**config.mk**
```make
export PLATFORM = sky130hd
export DESIGN_NAME = id_ex_pipe_reg
export DESIGN_NICKNAME = d
export VERILOG_FILES = /design/src/rtl/id_ex_pipe_reg.sv
export SDC_FILE = /design/constraint.sdc
export NUM_CORES = 1
export LEC_CHECK = 0
export CORE_MARGIN = 3
export CORE_UTILIZATION = 30
export DETAILED_ROUTE_END_ITERATION = 8
export GPL_TIMING_DRIVEN = 0
export HOLD_SLACK_MARGIN = 0.08
export MAX_ROUTING_LAYER = met4
export SLEW_MARGIN = 20
export SYNTH_ARGS = -nofsm -noshare
export SYNTH_HDL_FRONTEND = slang
export SYNTH_SLANG_ARGS = --single-unit
```
**constraint.sdc**
```tcl
create_clock -name clk_i -period 3.5 [get_ports clk_i]
set_clock_uncertainty 0.15 [all_clocks]
set_input_delay 0.7 -clock clk_i [delete_from_list [all_inputs] [get_ports clk_i]]
set_output_delay 0.7 -clock clk_i [all_outputs]
set_load 0.05 [all_outputs]
```
**src/rtl/id_ex_pipe_reg.sv**
```systemverilog
// ID/EX elastic stage register with optional skid slot.
// Falling-edge state, async active-low reset, flush squashes to bubbles.
module id_ex_pipe_reg #(
  parameter int unsigned CTRL_W = 9,
  parameter int unsigned PAYLOAD_W = 147,
  parameter logic [CTRL_W-1:0] BUBBLE_CTRL = '0,
  parameter bit SKID_EN = 1'b1,
  parameter int unsigned CNT_W = 16
) (
  input  logic                 clk_i,
  input  logic                 rst_ni,
  input  logic                 flush_i,
  input  logic                 in_valid_i,
  output logic                 in_ready_o,
  input  logic [CTRL_W-1:0]    in_ctrl_i,
  input  logic [PAYLOAD_W-1:0] in_data_i,
  output logic                 out_valid_o,
  input  logic                 out_ready_i,
  output logic [CTRL_W-1:0]    out_ctrl_o,
  output logic [PAYLOAD_W-1:0] out_data_o,
  output logic [1:0]           occupancy_o,
  output logic [CNT_W-1:0]     squash_cnt_o
);

  logic                 r_m_valid;
  logic [CTRL_W-1:0]    r_m_ctrl;
  logic [PAYLOAD_W-1:0] r_m_data;
  logic                 r_s_valid;
  logic [CTRL_W-1:0]    r_s_ctrl;
  logic [PAYLOAD_W-1:0] r_s_data;
  logic [CNT_W-1:0]     r_squash_cnt;

  logic                 w_accept;
  logic                 w_drain;
  logic                 w_m_valid_d;
  logic [CTRL_W-1:0]    w_m_ctrl_d;
  logic [PAYLOAD_W-1:0] w_m_data_d;
  logic                 w_s_valid_d;
  logic [CTRL_W-1:0]    w_s_ctrl_d;
  logic [PAYLOAD_W-1:0] w_s_data_d;
  logic [1:0]           w_squash;
  logic [CNT_W:0]       w_cnt_sum;
  logic [CNT_W-1:0]     w_cnt_d;

  // Ready: registered (skid full flag) or combinational pass-through.
  generate
    if (SKID_EN) begin : g_skid_rdy
      assign in_ready_o = ~r_s_valid;
    end else begin : g_flat_rdy
      assign in_ready_o = ~r_m_valid | out_ready_i;
    end
  endgenerate

  assign w_accept = in_valid_i & in_ready_o;
  assign w_drain  = r_m_valid & out_ready_i;

  assign out_valid_o  = r_m_valid;
  assign out_ctrl_o   = r_m_valid ? r_m_ctrl : BUBBLE_CTRL;
  assign out_data_o   = r_m_data;
  assign occupancy_o  = {1'b0, r_m_valid} + {1'b0, r_s_valid};
  assign squash_cnt_o = r_squash_cnt;

  // Entries lost to a flush: undrained M, held S, and a same-edge accept.
  assign w_squash = {1'b0, r_m_valid & ~w_drain}
                  + {1'b0, r_s_valid}
                  + {1'b0, w_accept};

  assign w_cnt_sum = {1'b0, r_squash_cnt}
                   + {{(CNT_W-1){1'b0}}, w_squash};

  // Saturating squash counter next value.
  always_comb begin
    w_cnt_d = r_squash_cnt;
    if (flush_i) begin
      w_cnt_d = w_cnt_sum[CNT_W] ? {CNT_W{1'b1}} : w_cnt_sum[CNT_W-1:0];
    end
  end

  // Slot next-state: flush wins, then drain/accept movement.
  always_comb begin
    w_m_valid_d = r_m_valid;
    w_m_ctrl_d  = r_m_ctrl;
    w_m_data_d  = r_m_data;
    w_s_valid_d = r_s_valid;
    w_s_ctrl_d  = r_s_ctrl;
    w_s_data_d  = r_s_data;
    if (flush_i) begin
      w_m_valid_d = 1'b0;
      w_s_valid_d = 1'b0;
    end else if (SKID_EN) begin
      unique case (1'b1)
        (w_drain & r_s_valid): begin
          w_m_valid_d = 1'b1;
          w_m_ctrl_d  = r_s_ctrl;
          w_m_data_d  = r_s_data;
          w_s_valid_d = 1'b0;
        end
        (w_drain & ~r_s_valid): begin
          w_m_valid_d = w_accept;
          if (w_accept) begin
            w_m_ctrl_d = in_ctrl_i;
            w_m_data_d = in_data_i;
          end
        end
        (~w_drain & r_m_valid): begin
          if (w_accept) begin
            w_s_valid_d = 1'b1;
            w_s_ctrl_d  = in_ctrl_i;
            w_s_data_d  = in_data_i;
          end
        end
        (~r_m_valid): begin
          if (w_accept) begin
            w_m_valid_d = 1'b1;
            w_m_ctrl_d  = in_ctrl_i;
            w_m_data_d  = in_data_i;
          end
        end
        default: begin
          w_m_valid_d = r_m_valid;
        end
      endcase
    end else begin
      if (w_accept) begin
        w_m_valid_d = 1'b1;
        w_m_ctrl_d  = in_ctrl_i;
        w_m_data_d  = in_data_i;
      end else if (w_drain) begin
        w_m_valid_d = 1'b0;
      end
    end
  end

  // Stage state on the falling edge; reset empties both slots.
  always_ff @(negedge clk_i or negedge rst_ni) begin
    if (!rst_ni) begin
      r_m_valid    <= 1'b0;
      r_m_ctrl     <= BUBBLE_CTRL;
      r_m_data     <= '0;
      r_s_valid    <= 1'b0;
      r_s_ctrl     <= BUBBLE_CTRL;
      r_s_data     <= '0;
      r_squash_cnt <= '0;
    end else begin
      r_m_valid    <= w_m_valid_d;
      r_m_ctrl     <= w_m_ctrl_d;
      r_m_data     <= w_m_data_d;
      r_s_valid    <= w_s_valid_d;
      r_s_ctrl     <= w_s_ctrl_d;
      r_s_data     <= w_s_data_d;
      r_squash_cnt <= w_cnt_d;
    end
  end

endmodule

```
After elaboration in Yosys (flattened, before gate mapping)
Index checks and enable logic that the tools add are counted.
{"block": "word_totals", "regBits": 330, "output_inout_bits": 176, "word_cells": 42, "input_bits": 161}
{"block": "classes", "reduce_logical": 6, "eq_ne": 1, "n_mux": 15, "bitwise_logic": 9, "add_sub_neg": 4}
{"op": "147-bit case mux with 3 select lines", "count": 1}
{"op": "147-bit 2-to-1 mux", "count": 2}
{"op": "9-bit 2-to-1 mux", "count": 3}
{"op": "9-bit case mux with 3 select lines", "count": 1}
{"op": "16-bit by 2-bit adder with 17-bit output", "count": 1}
{"op": "16-bit 2-to-1 mux", "count": 1}
{"op": "3-bit nonzero test", "count": 2}
{"op": "1-bit bitwise AND", "count": 5}
{"op": "1-bit 2-to-1 mux", "count": 5}
{"op": "1-bit by 1-bit adder with 2-bit output", "count": 2}
{"op": "1-bit inverter", "count": 4}
{"op": "2-bit AND reduction", "count": 2}
{"op": "4-bit nonzero test", "count": 1}
{"op": "3-bit != test (second input constant)", "count": 1}
{"op": "1-bit case mux with 3 select lines", "count": 1}
{"op": "3-bit AND reduction", "count": 1}
{"op": "2-bit by 1-bit adder with 2-bit output", "count": 1}
{"op": "1-bit case mux with 2 select lines", "count": 1}

Depth between registers and ports, before layout
Gate-level depths: netlist (run 1).
{"block": "depth", "ltp_word": 7, "ltp_mapped": 11, "ltp_nobuf": 10}

==> results of run 1 <==
cell type report:
cell class	count	area [sq um]	area share
Antenna cell	2	5.00	0.000196
Buffer	41	805	0.0314
Clock buffer	58	1180	0.0461
Clock inverter	12	164	0.00641
Inverter	8	51.3	0.00200
Multi-Input combinational cell	557	7550	0.295
Sequential cell	330	8260	0.323
Tap cell	607	759	0.0297
Timing Repair Buffer	573	6810	0.266
metal layers:
layer	global-route usage	vias to the layer above	share of wire
li1	-	4635	-
met1	0.233	5351	0.44
met2	0.285	272	0.48
met3	0.0481	62	0.062
met4	0.0515	0	0.020
met5	-	-	0
Yosys cell counts:
cell type	n
a211oi_1	1
a21oi_1	6
a221oi_2	1
a31oi_1	3
and2_1	10
and3_1	2
buf_2	11
buf_4	29
buf_6	9
clkbuf_1	5
dfrtn_1	330
fa_1	2
ha_1	3
inv_1	7
inv_2	1
mux2_1	31
mux2_2	441
nand2_1	17
nand3_1	7
nand4_1	7
nor2_1	5
nor2b_1	1
nor3_1	5
nor4_1	3
o21ai_0	3
o21ai_2	1
or3_1	2
or4_1	1
xnor2_1	4
xor2_1	1
repair_timing:
action | in CTS | in global routing
cloned | 42 | 9
pin swaps | 20 | 9
endpoints found under the setup margin | 505 | 504
setup buffers | 139 | 74
resized for setup | 1788 | 183
through the flow:
stage / total power [uW] / setup WS [ns] / hold slack (ns) / instance area [sq um]
finish: 16200 / -0.676 / 0.302 / 25600
floorplan: 8420 / -1.16 / 0.287 / 14600
detailed placement: 10200 / -1.97 / 0.284 / 18900
CTS: 15900 / -0.670 / 0.302 / 25000
global placement: 10100 / -14.85 / 0.280 / 18800
global route: 16900 / -0.726 / 0.311 / 25600
cell families after synthesis:
group,Yosys count,share of synthesized area
AOI/OAI and AO/OA,15,0.00655
muxes,472,0.366
adders and majority gates,5,0.00534
buffers and inverters,62,0.0291
DFF,330,0.569
xor gates and xnor gates,5,0.00302
and+or+nand+nor,60,0.0211
power breakdown:
part	leakage [uW]	total [uW]	switching [uW]	internal, uW
clock	0.000668	4240	1610	2620
combinational	0.00741	6410	3060	3350
sequential	0.00401	5570	660	4910
critical path, delay by kind of cell:
family	cells	cell delay, ns
simple gates	4	0.37
fa+ha+maj	3	1.02
buf+inv	4	0.34
mux	1	0.25
cells in the final DEF, fill, tap and decap left out, drive strengths merged, types with 5 or more instances in the layout:
| cell type | synthesis | layout |
|---|---|---|
| nor2 | 5 | 5 |
| nand4 | 7 | 7 |
| nand3 | 7 | 7 |
| clkinv | 0 | 7 |
| clkbuf | 5 | 72 |
| clkdlybuf4s50 | 0 | 156 |
| mux2 | 472 | 472 |
| inv | 8 | 9 |
| buf | 49 | 443 |
| a21oi | 6 | 6 |
| nand2 | 17 | 17 |
| dfrtn | 330 | 330 |
| and2 | 10 | 10 |
| nor3 | 5 | 5 |
worst max-delay path by stage:
| stage | endpoint | slack, ns | depth (start not counted) |
|---|---|---|---|
| global route | squash_cnt_o[15] | -0.73 | 12 |
| detailed placement | squash_cnt_o[9] | -1.97 | 12 |
| floorplan | squash_cnt_o[9] | -1.16 | 11 |
| CTS | out_ctrl_o[6] | -0.67 | 3 |
| finish | squash_cnt_o[9] | -0.68 | 12 |
| global placement | out_data_o[55] | -14.85 | 1 |
state kept, by name (all words and copies together) (netlist names):
name	cells
r_s_ctrl	9
out_data_o	147
squash_cnt_o	16
r_s_valid	1
out_valid_o	1
r_s_data	147
r_m_ctrl	9
==> flow_summary.json, run 1 <==
{
  "outcome": "finished with violations",
  "violations": "setup timing",
  "path_clk_slew_ns": 0.04,
  "io_buffer_count": 336,
  "crit_path_end_kind": "register",
  "postRouteAntennaNets": 0,
  "synth.net_count": 1115,
  "dp_hpwl_microns": 26500,
  "holdPathEnd": "r_s_data[128]",
  "drv_cap": 0,
  "grt_usage": 0.182,
  "crit_start": "out_ready_i",
  "min_path_type": "reg2reg",
  "fin_cells": 2188,
  "fin_setup_tns_ns": -149.91,
  "r2r.worst_path.cells": 12,
  "crit_fanout": 5,
  "yosys-top-cells-area": "dfrtn_1 57%, mux2_2 34%, mux2_1 2.4%",
  "cts_tree": "done",
  "root_buffer": "clkbuf_16",
  "grt_pass1_wl_microns": 69500,
  "cts_buffers": 39,
  "avgViaCountPerCell": 4.72,
  "rr_startpoint": "out_valid_o",
  "setup_viol_count_final": 504,
  "start_util": 0.308,
  "worst_pin_slew_ns": 0.611,
  "area_delta_synth_final_pct": 76.2,
  "grt_antenna_before_repair": 2,
  "dpl.cell_count": 1895,
  "drc_errors": 0,
  "yosys_warnings": 0,
  "wire_per_inst_microns": 21.5,
  "cts_sinks": 330,
  "synth-seq-cells": 330,
  "p_per_area_nw_per_um2": 634,
  "arrival_ns": 2.67,
  "fin_nets": 1716,
  "yosysUniqueCellTypes": 30,
  "gp_congestion": 0.782,
  "dr.pass1.iters": 5,
  "fp.coreArea_sq_um": 47100,
  "grt_max_degree": 94,
  "cp_slowest_cell": "fa_1",
  "synth_area_sq_um": 14500,
  "slew_viol_final": 0,
  "synthCells": 949,
  "dieArea_sq_um": 51100,
  "nFillCells": 3846,
  "cp_cell_sequence": "buf_12 > inv_16 > nand2_8 > fa_1 > inv_2 > ha_4 > fa_2 > nand4_1 > or4_4 > buf_8 > nand2_2 > mux2_4",
  "clockBufferDepth": 3,
  "drt_wl_total_microns": 47100,
  "rsz0062_at_grt": "yes",
  "overflow": 0,
  "die_w_microns": 226,
  "cts_hold_buf": 0,
  "peakVddDrop_uv": 463,
  "via_count": 10300,
  "max_stage_delay_ns": 0.50,
  "r2r-end": "squash_cnt_o[9]",
  "avgSynthCellArea_sq_um": 15.3,
  "hold_violations": 0,
  "grt_pass1_vias": 11300,
  "setup_ws_ns": -0.676,
  "die_h_microns": 226,
  "hold_depth": 1,
  "drt_iter0_markers": 505,
  "synth_seq_area_share": 0.569,
  "worstSkewPairLatency_ns": 0.55,
  "critPathKind": "in2reg",
  "htree_levels": 2,
  "ios": 337,
  "num_rows": 79,
  "crit_required_ns": 1.99,
  "r2r_setup_slack_ns": 0.58,
  "synth_top_cell_by_area": "dfrtn_1",
  "finish.utilization": 0.543,
  "critPathLaunchType": "input pin",
  "power_leakage_uw": 0.0121,
  "max-slew-margin-rel": 0.593,
  "drive_gt1_frac": 0.655,
  "min_from": "r_s_data[128]",
  "synth_top_cell_area_share": 0.569
}
No activity file was read; power rests on OpenSTA's default activity.
==> run 2: changes to the inputs <==
- REMOVE_ABC_BUFFERS: unset -> 1
==> run 2 against run 1 <==
Against the previous run:
- the flow still finishes with violations (setup timing)
- via count down 2.2%
- global-route usage down 1.8 points
- largest power group unchanged
- sequential share of layout area up 1.1 points
- final area down 3.4%
- clock power down 2%
- count of clock-buffer cells in the layout down 1
- critical path type unchanged
- critical endpoint is now out_data_o[119]
==> flow_summary.json, run 2 (synthesized netlist as in run 1, its figures left out) <==
{
  "crit_path_end": "out_data_o[119]",
  "cp_slowest_cell": "mux2_4",
  "dr.pass1.iters": 6,
  "die_h_microns": 226,
  "overflow": 0,
  "min_path_type": "reg2reg",
  "root_buffer": "clkbuf_16",
  "grt_pass1_vias": 10700,
  "hold_violations": 0,
  "die_w_microns": 226,
  "drc_errors": 0,
  "dpl.cell_count": 1886,
  "wire_per_inst_microns": 20.7,
  "r2r.worst_path.cells": 12,
  "placed_cell_area_sq_um": 19000,
  "cts_tree": "done",
  "finish.utilization": 0.524,
  "fin_cells": 2164,
  "clockBufferDepth": 3,
  "dp_hpwl_microns": 25900,
  "grt_usage": 0.163,
  "layout_commonest_cell": "dfrtn_1",
  "path_clk_slew_ns": 0.04,
  "drive_gt1_frac": 0.644,
  "rsz0062_at_grt": "yes",
  "critPathLaunchType": "input pin",
  "drt_wl_total_microns": 44800,
  "via_count": 10100,
  "max_stage_delay_ns": 0.30,
  "crit_path_end_kind": "register",
  "power_leakage_uw": 0.0116,
  "cp_cell_sequence": "buf_8 > inv_8 > buf_12 > o21ai_4 > buf_6 > a221oi_4 > buf_6 > buf_12 > buf_12 > buf_12 > buf_12 > buf_12 > buf_12 > buf_12 > mux2_4",
  "drv_cap": 0,
  "rr_startpoint": "r_s_valid",
  "cts_sinks": 330,
  "final_area_sq_um": 24700,
  "place_ws_ns": -2.45,
  "avgViaCountPerCell": 4.67,
  "nFillCells": 3853,
  "gp_congestion": 0.761,
  "htree_levels": 2,
  "grt_max_degree": 89,
  "cp_common_cell": "buf_12",
  "area_delta_synth_final_pct": 70.3,
  "max-slew-margin-rel": 0.547,
  "fin_nets": 1691,
  "postRouteAntennaNets": 0,
  "p_per_area_nw_per_um2": 638,
  "slew_viol_final": 0,
  "setup_viol_count_final": 504,
  "final_cell_mix": "330 x dfrtn_1, 319 x mux2_4, 218 x buf_6, 156 x clkdlybuf4s50_1, 153 x mux2_2",
  "worst_pin_slew_ns": 0.679,
  "violations": "setup timing",
  "drt_iter0_markers": 328,
  "r2r_setup_slack_ns": 0.51,
  "start_util": 0.308,
  "io_buffer_count": 336,
  "grt_pass1_wl_microns": 63300,
  "outcome": "finished with violations",
  "power_uw": 15800,
  "crit_fanout": 6,
  "crit_start": "out_ready_i",
  "cts_buffers": 40,
  "grt_antenna_before_repair": 5,
  "num_rows": 79,
  "r2r-end": "squash_cnt_o[15]",
  "fp.coreArea_sq_um": 47100,
  "peakVddDrop_uv": 446,
  "dieArea_sq_um": 51100,
  "arrival_ns": 2.66,
  "ios": 337,
  "crit_required_ns": 1.98,
  "critPathKind": "in2reg",
  "setup_ws_ns": -0.682,
  "worstSkewPairLatency_ns": 0.54
}
## run 2: final cells by class
class / count / area, sq um / share of cell area
well taps: 607 / 759 / 0.0307
clock inverters: 12 / 118 / 0.00476
repair buffers: 588 / 7120 / 0.288
multi-input cells: 557 / 7220 / 0.292
inverters: 8 / 42.5 / 0.00172
clock buffers: 57 / 1200 / 0.0484
diodes: 5 / 12.5 / 0.000506
flip-flops and latches: 330 / 8260 / 0.334
## run 2: how the worst min path moves through the flow
| stage | from | endpoint | slack (ns) | cells past startpoint |
|---|---|---|---|---|
| floorplan | r_m_ctrl[0] | r_m_ctrl[0] | 0.28 | 1 |
| global placement | out_data_o[23] | out_data_o[23] | 0.28 | 1 |
| detailed placement | out_data_o[95] | out_data_o[95] | 0.29 | 1 |
| CTS | out_data_o[95] | out_data_o[95] | 0.28 | 1 |
| global route | r_s_data[82] | r_s_data[82] | 0.31 | 1 |
| finish | r_s_data[22] | r_s_data[22] | 0.30 | 1 |
## run 2: power by group
part	total (uW)	leakage, uW	switching (uW)	internal [uW]
Clock	4160	0.000658	1640	2520
Combinational	6060	0.00689	2980	3080
Sequential	5570	0.00401	656	4910
Total	15800	0.0116	5280	10500
## run 2: what timing repair did
action | 4_1_cts | 5_1_grt
pin swaps | 16 | 12
gates resized for setup | 757 | 1080
setup buffers | 94 | 107
endpoints found under the setup margin | 504 | 504
cloned | 11 | 12
hold buffers | 0 | 0
## run 2: through the flow
stage | TNS, ns | hold slack, ns
2_1_floorplan | -3341.07 | 0.283
3_3_place_gp | - | 0.281
3_5_place_dp | -664.44 | 0.288
4_1_cts | -234.35 | 0.283
5_1_grt | -214.55 | 0.309
6_report | -198.42 | 0.299
## run 2: critical path: cells and delay by family
family	cells	cell delay (ns)
buffers and inverters	12	1.38
muxes	1	0.30
AOI/OAI and AO/OA	2	0.26
## run 2: per-layer routing
layer	vias to the layer above	wire, microns	GRT usage
met3	64	2690	0.0452
met2	252	22400	0.269
li1	4567	-	-
met4	0	953	0.0496
met1	5213	18800	0.195
met5	-	0	-
